`config.mk`:
```
export PLATFORM = sky130hd
export DESIGN_NAME = adder_port_arbiter
export DESIGN_NICKNAME = d
export VERILOG_FILES = /design/src/rtl/adder_port_arbiter.sv
export SDC_FILE = /design/constraint.sdc
export NUM_CORES = 1
export LEC_CHECK = 0
export ABC_AREA = 1
export CORE_ASPECT_RATIO = 1.1
export CORE_MARGIN = 2
export CORE_UTILIZATION = 30
export DETAILED_ROUTE_END_ITERATION = 6
export GPL_TIMING_DRIVEN = 0
export PLACE_DENSITY = 0.51
export REMOVE_ABC_BUFFERS = 1
export SYNTH_ARGS = -nofsm -noshare
export SYNTH_HDL_FRONTEND = slang
export SYNTH_SLANG_ARGS = --single-unit
```
`constraint.sdc`:
```
create_clock -name i_clk -period 3.4 [get_ports i_clk]
set_clock_uncertainty 0.1 [all_clocks]
set_input_delay 1.02 -clock i_clk [delete_from_list [all_inputs] [get_ports i_clk]]
set_output_delay 1.02 -clock i_clk [all_outputs]
set_load 0.1 [all_outputs]
```
`src/rtl/adder_port_arbiter.sv`:
```
// adder_port_arbiter: round-robin arbiter sharing one WIDTH-bit adder between requesters A and B, with a registered valid/ready result
module adder_port_arbiter #(
  parameter int WIDTH = 32
) (
  input  logic             i_clk,
  input  logic             i_reset,
  input  logic             i_reqA_valid,
  input  logic [WIDTH-1:0] i_reqA_opA,
  input  logic [WIDTH-1:0] i_reqA_opB,
  output logic             o_reqA_ready,
  input  logic             i_reqB_valid,
  input  logic [WIDTH-1:0] i_reqB_opA,
  input  logic [WIDTH-1:0] i_reqB_opB,
  output logic             o_reqB_ready,
  output logic             o_select,
  output logic             o_res_valid,
  output logic [WIDTH-1:0] o_res_data,
  output logic             o_res_carry,
  output logic             o_res_id,
  input  logic             i_res_ready,
  output logic             o_busy
);
  typedef enum logic [1:0] {IDLE, COMPUTE, RESP} state_t;
  state_t state, state_nx;
  logic [WIDTH-1:0] op_a, op_b;
  logic id, last_grant, grant_b, accept;
  always_comb begin
    grant_b = i_reqB_valid && (!i_reqA_valid || !last_grant);
    o_reqA_ready = (state == IDLE) && i_reqA_valid && !grant_b;
    o_reqB_ready = (state == IDLE) && grant_b;
    accept = o_reqA_ready || o_reqB_ready;
    o_busy = state != IDLE;
    state_nx = state == IDLE    ? (accept ? COMPUTE : IDLE) :
               state == COMPUTE ? RESP :
               (i_res_ready ? IDLE : RESP);
  end
  always_ff @(posedge i_clk) begin
    if (i_reset) begin
      state <= IDLE;
      last_grant <= 1'b1;
      o_select <= 1'b0;
      op_a <= '0;
      op_b <= '0;
      id <= 1'b0;
      o_res_valid <= 1'b0;
      o_res_data <= '0;
      o_res_carry <= 1'b0;
      o_res_id <= 1'b0;
    end else begin
      state <= state_nx;
      if (accept) begin
        op_a <= grant_b ? i_reqB_opA : i_reqA_opA;
        op_b <= grant_b ? i_reqB_opB : i_reqA_opB;
        id <= grant_b;
        o_select <= grant_b;
        last_grant <= grant_b;
      end
      if (state == COMPUTE) begin
        {o_res_carry, o_res_data} <= {1'b0, op_a} + {1'b0, op_b};
        o_res_id <= id;
        o_res_valid <= 1'b1;
      end
      if (state == RESP && i_res_ready) o_res_valid <= 1'b0;
    end
  end
endmodule
```
# Word-level counts from Yosys, hierarchy flattened
# Index checks and enable logic that the tools add are counted.
[op_classes]
n_addsub = 1
mul = 0
div_mod_pow = 0
n_lt_le_gt_ge = 0
n_eq_ne = 2
shifts = 0
n_mux = 6
bitwise = 0
reduce_logical = 13
[ops]
columns = ["cell", "count"]
rows = [
  ["$mux W32", 2],
  ["$add A32 B32 Y33", 1],
  ["$mux W2", 3],
  ["$logic_and A1 B1 Y1", 5],
  ["$logic_not A1 Y1", 3],
  ["$eq A2 B1 Y1 const B", 1],
  ["$eq A2 B2 Y1 const B", 1],
  ["$logic_not A2 Y1", 1],
  ["$logic_or A1 B1 Y1", 2],
  ["$reduce_bool A2 Y1", 1],
  ["$reduce_or A2 Y1", 1],
  ["$mux W1", 1],
]
[totals]
reg_bits = 103
latch_bits = 0
ramBits = 0
romBits = 0
in_bits = 133
out_inout_bits = 39
word_cells = 31
mem_count = 0

# Longest topological paths before layout
# Gate-level depths: netlist of run 1.
[depth]
depth_word = 8
depth_mapped = 13
depth_no_buf = 13

# Least setup slack after synthesis of run 1
# Ideal clock, no wire load.
[synth_timing]
path_kind = "input to output"
start = "input i_reqA_valid"
end = "output o_reqB_ready"
t_arrival_ns = 2.011
t_required_ns = 2.280
path_slack_ns = 0.269
cell_stages = 3
n_path_buf = 0
path_cell_list = "nand2_1 -> nand2_1 -> nor2_2"
[synth_between]
elab_chain_len = 4
[synth_rtl]
columns = ["element", "line", "source"]
rows = [
  ["from (decl)", "7", "input logic i_reqA_valid,"],
  ["$logic_not A1 Y1", "28", "grant_b = i_reqB_valid && (!i_reqA_valid || !last_grant);"],
  ["$logic_or A1 B1 Y1", "28", ""],
  ["$logic_and A1 B1 Y1", "28", ""],
  ["$logic_and A1 B1 Y1", "30", "o_reqB_ready = (state == IDLE) && grant_b;"],
  ["to (decl)", "14", "output logic o_reqB_ready,"],
]
# Every way passes these cells.

# Worst setup path after layout of run 1
# Same ends and word-level chain as after synthesis.

==> flow_summary.json, run 1 <==
{
  "status": "completed",
  "finalWirelength_um": 20300,
  "postRouteAntennaNets": 0,
  "hold_path_class": "flip-flop to flip-flop",
  "synth_cells": 1071,
  "synth-seq-cells": 103,
  "grt_overflow_total": 0,
  "report.final.slew_viol_count": 0,
  "grt_max_degree": 81,
  "final_common_cell": "nand2_1",
  "power_density_nw_per_um2": 477,
  "synth_ff_type": "dfxtp_1",
  "p_leak_nw": 4.31,
  "yosysWarnings": 0,
  "portBuffers": 171,
  "syn2layout_area_growth_pct": 33.8,
  "worstPathArrival_ps": 2170,
  "ios": 172,
  "reg2reg_depth": 12,
  "r2r_setup_slack_ps": 1040,
  "worstSetupPathType": "input pin to primary output",
  "end_kind": "primary output",
  "regToRegEndpoint": "o_res_data[28]",
  "rsz0062_at_grt": "false",
  "path_max_fanout": 24,
  "synth_area_per_cell_um2": 6.22,
  "grt_pass1_vias": 6709,
  "routedWlPerCell_um": 13.5,
  "remaining_drc_errors": 0,
  "cts-hold-fix-buffers": 0,
  "period_minus_slack_ps": 3290,
  "die-area_um2": 23400,
  "antenna_found_initial": 0,
  "htreeDepth": 3,
  "hpwl_um": 15100,
  "synth_cell_types": 29,
  "cts_buffers": 9,
  "track_usage_pct": 17.7,
  "ir_drop_mv": 0.197,
  "clockBufferDepth": 2,
  "cp-start-kind": "input pin",
  "setup_slack_ps": 111,
  "die_w_um": 146,
  "tightest_slew_ps": 1040,
  "grt_pass1_wl_um": 33700,
  "design_area_um2": 8910,
  "maxSlewHeadroom_pct": 30.7,
  "final_util_pct": 40.6,
  "syn_area_um2": 6660,
  "fin_nets": 1376,
  "hold_path_end": "o_res_valid",
  "fin_crit_sh_pct": 96.7,
  "vias_per_cell": 4.53,
  "max_freq_mhz": 304,
  "clockRootBuffer": "clkbuf_16",
  "num_vias": 6845,
  "finalHoldViolCount": 0,
  "max_cap_violations": 0,
  "cts.sinks": 103,
  "num_antenna_cells": 0,
  "holdPathStages": 2,
  "core.rowCount": 57,
  "r2r_start": "op_a[0]",
  "post-place-ws_ps": -1650,
  "path_clk_slew_ps": 70,
  "insertion_delay_ps": 370,
  "required_ps": 2280,
  "setup_viol": 0,
  "drt_iter0_drc": 331,
  "hold_start": "o_res_valid",
  "postPlaceCellArea_um2": 8580,
  "first_pass_iters": 5,
  "gp_congestion": 0.839,
  "final_cell_mix": "nand2_1 (302), clkdlybuf4s50_1 (166), inv_1 (148)",
  "drive_above_1_share_pct": 3.13,
  "cts_tree": "yes",
  "seq_area_frac_synth_pct": 31.0,
  "async_reset_ff_share_pct": 0,
  "start_util_pct": 30.3,
  "hold_ws_ps": 383,
  "core_area_um2": 22000,
  "die_h_um": 160,
  "synth_edf_count": 0
}
## logic make-up after synthesis
group                    count (synthesis)  synth area share [%]
XOR/XNOR                                14                  1.84
adder cells (fa/ha/maj)                 33                  6.32
AO/OA/AOI/OAI                          180                  15.0
flip-flops                             103                  31.0
AND/OR/NAND/NOR                        537                  32.9
buffers and inverters                  204                  12.9
## area by class of cell
type                    instances  area (um2)
clock buffers                  12         246
clock inverters                 4        30.0
fillers                      2417       13100
inverters                     152         573
multi-input cells             765        3780
flip-flops and latches        103        2060
well taps                     295         369
repair buffers                179        1840
## worst max path at each step
stage,from,end,cells past startpoint
6_report,i_reqA_valid,o_reqB_ready,5
3_5_place_dp,i_reqA_valid,o_reqB_ready,5
3_3_place_gp,i_reqB_valid,o_reqB_ready,4
5_1_grt,i_reqA_valid,o_reqB_ready,5
4_1_cts,i_reqA_valid,o_reqA_ready,4
2_1_floorplan,i_reqA_valid,op_a[31],7
## critical path, stage by stage
cell	delay, ps
dlygate4sd2_1	390
nand2_8	170
nand2_8	140
nor2_2	190
buf_6	250
## report_power, final
group	internal, mW	switching, mW
clock	0.521	0.496
combinational	0.595	1.16
sequential	1.37	0.102
total	2.49	1.76
## stage by stage
step / power, mW / std cells / setup TNS, ps
after floorplan: 2.66 / 1019 / -186600
after global placement: 3.24 / 1485 / -373740
after detailed placement: 3.25 / 1491 / -37840
after CTS: 4.30 / 1508 / -59.9
after global routing: 4.53 / 1510 / 0
final: 4.25 / 1510 / 0
## registers in the layout, summed over array words and instances, names as in the netlist
register,cells
op_a,32
o_res_valid,1
o_res_carry,1
last_grant,1
o_res_id,1
o_res_data,32
state,2
o_select,1
op_b,32
## Yosys cell counts (12+ instances only)
library cell | number | area share [%]
o21ai_0 | 22 | 1.7
o21ai_1 | 63 | 4.7
nand2_1 | 304 | 17
inv_1 | 149 | 8.4
a21oi_1 | 24 | 1.8
nor2_1 | 108 | 6.1
buf_2 | 13 | 0.98
clkbuf_1 | 31 | 1.7
dfxtp_1 | 103 | 31
xor2_1 | 12 | 1.6
a31oi_1 | 64 | 6.0
ha_1 | 32 | 6.0
nand3_1 | 110 | 8.3
## timing repair
action	CTS	global route
endpoints found under the setup margin	43	2
gates cloned	1	0
buffers inserted	0	2
pin swaps	1	1
resized for setup	18	1
## metal layers
metal  vias up  global-route usage (%)  part of all wire [%]
li1       3730                       -                     -
met1      2984                    23.2                    49
met2       121                    30.1                    46
met3        10                    3.14                   4.0
met4         0                    4.72                   1.1
met5         -                       0                     0
No activity file was read; power rests on OpenSTA's default activity.
==> run 2: changes to the inputs <==
--- a/config.mk
+++ b/config.mk
@@ -6,6 +6,7 @@
 export NUM_CORES = 1
 export LEC_CHECK = 0
 export ABC_AREA = 1
+export CAP_MARGIN = 20
 export CORE_ASPECT_RATIO = 1.1
 export CORE_MARGIN = 2
 export CORE_UTILIZATION = 30
==> run 2 against run 1 <==
Net effect:
- total power is 0.35% lower
- via count is 0.56% lower
- global-route usage is 0.16 points lower
- cell area is 0.21% lower
- utilization is 0.085 points lower
- sequential share of layout area hardly changed
- sequential power hardly changed
- worst setup slack better by 120 ps
- non-clock buffer count is 2 lower
- hold slack worse by 8.7 ps
- highest routed layer unchanged
- cell count is 0.13% lower
- fmax is 3.6% higher
==> flow_summary.json, run 2 (synthesis gave the netlist of run 1 again) <==
{
  "die_h_um": 160,
  "tightest_slew_ps": 1030,
  "place.detailed.instances": 1491,
  "start_util_pct": 30.3,
  "vias_per_cell": 4.51,
  "p_leak_nw": 4.30,
  "register_area_um2": 2060,
  "num_antenna_cells": 0,
  "p_sw_mw": 1.75,
  "fin_nets": 1374,
  "hpwl_um": 15200,
  "fin_crit_sh_pct": 93.4,
  "grt_pass1_wl_um": 33400,
  "max_freq_mhz": 315,
  "hold_path_end": "o_res_valid",
  "hold_start": "o_res_valid",
  "remaining_drc_errors": 0,
  "final_cells": 1508,
  "holdPathStages": 2,
  "final_common_cell": "nand2_1",
  "final_cell_mix": "nand2_1 (302), clkdlybuf4s50_1 (166), inv_1 (148)",
  "hold_path_class": "flip-flop to flip-flop",
  "max_cap_violations": 0,
  "regToRegEndpoint": "op_b[17]",
  "r2r_setup_slack_ps": 1020,
  "path_clk_slew_ps": 70,
  "cts-hold-fix-buffers": 0,
  "clkPwrFrac_pct": 23.7,
  "insertion_delay_ps": 360,
  "num_vias": 6807,
  "finalHoldViolCount": 0,
  "drive_above_1_share_pct": 3.05,
  "cts_tree": "yes",
  "clockRootBuffer": "clkbuf_16",
  "reg_top3": "o_res_data (32), op_a (32), op_b (32)",
  "report.final.slew_viol_count": 0,
  "postRouteAntennaNets": 0,
  "die_w_um": 146,
  "power_density_nw_per_um2": 476,
  "cts_buffers": 9,
  "grt_max_degree": 81,
  "path_max_fanout": 3,
  "seqPwrFrac_pct": 34.8,
  "routedWlPerCell_um": 13.4,
  "grt_pass1_vias": 6687,
  "required_ps": 2280,
  "hold_ws_ps": 375,
  "ir_drop_mv": 0.203,
  "final_util_pct": 40.5,
  "ios": 172,
  "clockBufferDepth": 2,
  "finalWirelength_um": 20200,
  "core_area_um2": 22000,
  "rsz0062_at_grt": "false",
  "switching_share_pct": 41.3,
  "antenna_found_initial": 0,
  "status": "completed",
  "grt_overflow_total": 0,
  "intPower_mw": 2.49,
  "drt_iter0_drc": 291,
  "core.rowCount": 57,
  "gp_congestion": 0.839,
  "r2r_start": "last_grant",
  "portBuffers": 171,
  "power.share.combinational_pct": 41.5,
  "multi_input_area_um2": 3780,
  "cts.sinks": 103,
  "cp-start-kind": "flip-flop",
  "worstPathArrival_ps": 2050,
  "period_minus_slack_ps": 3170,
  "die-area_um2": 23400,
  "fin_tns_setup_ps": 0,
  "setup_viol": 0,
  "reg2reg_depth": 8,
  "worstSetupPathType": "flip-flop to primary output",
  "track_usage_pct": 17.6,
  "nFillCells": 2420,
  "syn2layout_area_growth_pct": 33.5,
  "htreeDepth": 3,
  "maxSlewHeadroom_pct": 31.0,
  "first_pass_iters": 4,
  "end_kind": "primary output"
}
run 2: per-stage QoR:
step                power (mW)  cell area (um2)  setup WS (ps)
global route              4.52             8890            168
detailed placement        3.26             8580          -1640
global placement          3.24             8450          -5540
floorplan                 2.66             6370          -2860
finish                    4.23             8890            226
CTS                       4.29             8890          -26.7
run 2: worst max-delay path by stage:
stage | slack [ps] | startpoint | to | depth (start not counted)
3_5_place_dp | -1640 | i_reqA_valid | o_reqB_ready | 5
3_3_place_gp | -5540 | i_reqB_valid | o_reqB_ready | 4
6_report | 230 | state[1] | o_busy | 3
2_1_floorplan | -2860 | i_reqA_valid | op_a[31] | 7
5_1_grt | 170 | i_reqA_valid | o_reqB_ready | 5
4_1_cts | -30 | i_reqA_valid | o_reqA_ready | 4
run 2: routing by layer:
metal	up-vias	global-route usage (%)	wire, um
met5	-	0	0
met3	10	2.49	670
met2	127	29.9	9080
li1	3732	-	-
met4	0	4.77	224
met1	2938	23.3	10300
run 2: layout make-up:
cell class	instances	share of cell area, %
Tap cell	295	4.15
Clock buffer	12	2.77
Multi-Input combinational cell	765	42.6
Sequential cell	103	23.2
Clock inverter	4	0.338
Timing Repair Buffer	177	20.5
Inverter	152	6.45
run 2: critical path, stage by stage (launching register included):
cell and delay, ps:
dfxtp_1 440, nor2_4 60, inv_2 70, clkdlybuf4s50_1 1120
run 2: power by group through the flow:
stage / Sequential (mW) / Combinational, mW / Clock [mW]
2_1_floorplan: 1.83 / 0.832 / 0
3_3_place_gp: 1.50 / 1.75 / 0
3_5_place_dp: 1.50 / 1.76 / 0
4_1_cts: 1.48 / 1.77 / 1.04
5_1_grt: 1.50 / 1.94 / 1.08
6_report: 1.47 / 1.76 / 1.00
run 2: timing repair:
item	in CTS	in global routing
setup buffers	0	0
setup endpoints to repair	43	2
gates resized for setup	19	2
pin swaps	1	0
gates cloned	1	0
==> run 3: changes to the inputs <==
--- a/config.mk
+++ b/config.mk
@@ -6,7 +6,7 @@
 export NUM_CORES = 1
 export LEC_CHECK = 0
 export ABC_AREA = 1
-export CAP_MARGIN = 20
+export CAP_MARGIN = 10
 export CORE_ASPECT_RATIO = 1.1
 export CORE_MARGIN = 2
 export CORE_UTILIZATION = 30
==> run 3 against run 2 <==
Net effect:
- clock-buffer cell count stayed put
- sequential cell count stayed put
- sequential power hardly changed
- critical endpoint unchanged
- largest cell class unchanged
==> flow_summary.json, run 3 (synthesis gave the netlist of run 1 again) <==
{
  "antenna_found_initial": 0,
  "grt_max_degree": 81,
  "start_util_pct": 30.3,
  "grt_pass1_vias": 6621,
  "path_max_fanout": 3,
  "r2r_setup_slack_ps": 1010,
  "post-place-ws_ps": -1650,
  "required_ps": 2280,
  "ir_drop_mv": 0.208,
  "drt_iter0_drc": 299,
  "ios": 172,
  "insertion_delay_ps": 360,
  "crit_path_top_delay_cell": "clkdlybuf4s50_1",
  "postRouteAntennaNets": 0,
  "hold_path_class": "flip-flop to flip-flop",
  "report.final.slew_viol_count": 0,
  "regToRegEndpoint": "op_b[18]",
  "remaining_drc_errors": 0,
  "grt_pass1_wl_um": 33400,
  "num_vias": 6854,
  "die-area_um2": 23400,
  "holdPathStages": 2,
  "cts_tree": "yes",
  "finalWirelength_um": 20400,
  "die_w_um": 146,
  "portBuffers": 171,
  "routedWlPerCell_um": 13.5,
  "maxSlewHeadroom_pct": 30.3,
  "hold_start": "o_res_valid",
  "drive_above_1_share_pct": 3.05,
  "reg_top3": "o_res_data (32), op_a (32), op_b (32)",
  "final_cell_mix": "nand2_1 (302), clkdlybuf4s50_1 (166), inv_1 (148)",
  "core.rowCount": 57,
  "gp_congestion": 0.839,
  "reg2reg_depth": 8,
  "worstPathArrival_ps": 2050,
  "hold_path_end": "o_res_valid",
  "final_common_cell": "nand2_1",
  "num_antenna_cells": 0,
  "nFillCells": 2443,
  "clockBufferDepth": 2,
  "cts.sinks": 103,
  "fin_nets": 1374,
  "clockRootBuffer": "clkbuf_16",
  "path_clk_slew_ps": 70,
  "multi_input_area_um2": 3780,
  "tightest_slew_ps": 1040,
  "cts-hold-fix-buffers": 0,
  "rsz0062_at_grt": "false",
  "htreeDepth": 3,
  "register_area_um2": 2060,
  "cts_buffers": 9,
  "power_density_nw_per_um2": 477,
  "core_area_um2": 22000,
  "power.total_mw": 4.24,
  "setup_viol": 0,
  "end_kind": "primary output",
  "final_util_pct": 40.5,
  "crit_start": "state[1]",
  "die_h_um": 160,
  "max_freq_mhz": 315,
  "critical_path.top_delay_family": "buffers and inverters",
  "setup_slack_ps": 228,
  "design_area_um2": 8890,
  "track_usage_pct": 17.6,
  "worstSetupPathType": "flip-flop to primary output",
  "syn2layout_area_growth_pct": 33.5,
  "grt_overflow_total": 0,
  "vias_per_cell": 4.55,
  "cp-start-kind": "flip-flop",
  "hpwl_um": 15100,
  "r2r_start": "last_grant",
  "cpPeakStageDelay_ps": 1130,
  "crit_cells": 3,
  "fin_crit_sh_pct": 93.3,
  "max_cap_violations": 0,
  "period_minus_slack_ps": 3170,
  "first_pass_iters": 5,
  "status": "completed",
  "postPlaceCellArea_um2": 8580,
  "p_leak_nw": 4.30,
  "finalHoldViolCount": 0,
  "crit_chain": "nor2_4 -> inv_2 -> clkdlybuf4s50_1",
  "crit_buf_inv": 2
}
-- run 3: cell counts in the layout (fill, tap and decap cells not counted) --
Identical to the previous run, type by type.
-- run 3: worst min-delay path, delay by kind of cell (launching register included) --
family          cells  cell delay, ps
compound gates      2             130
flops               1             310
-- run 3: timing repair --
item,4_1_cts,5_1_grt
setup buffers,0,0
setup endpoints to repair,43,2
gates resized for setup,19,2
pin swaps,1,0
gates cloned,1,0
-- run 3: how the worst max path moves through the flow --
| stage | endpoint |
|---|---|
| after CTS | o_reqA_ready |
| after detailed placement | o_reqB_ready |
| after global routing | o_reqB_ready |
| after floorplan | op_a[31] |
| final | o_busy |
| after global placement | o_reqB_ready |
-- run 3: final cells by class --
type | count | area share [%]
inverters | 152 | 6.45
well taps | 295 | 4.15
flip-flops and latches | 103 | 23.2
clock buffers | 12 | 2.77
multi-input cells | 765 | 42.6
clock inverters | 4 | 0.338
repair buffers | 177 | 20.5
-- run 3: power by group --
part	internal (mW)	switching (mW)	total (mW)
sequential	1.37	0.101	1.47
combinational	0.593	1.16	1.76
clock	0.521	0.488	1.01
total	2.49	1.75	4.24
-- run 3: layer usage --
metal | wire, um | vias up | GRT usage, %
li1 | - | 3725 | -
met1 | 10000 | 2991 | 23.2
met2 | 9340 | 128 | 30.0
met3 | 794 | 10 | 2.74
met4 | 209 | 0 | 4.72
met5 | 0 | - | 0
-- run 3: metrics by stage --
stage               setup TNS, ps  hold slack, ps  std cells
floorplan                 -186600             344       1019
global placement          -373740             359       1485
detailed placement         -37860             370       1491
CTS                         -34.5             381       1508
global route                    0             407       1508
finish                          0             381       1508
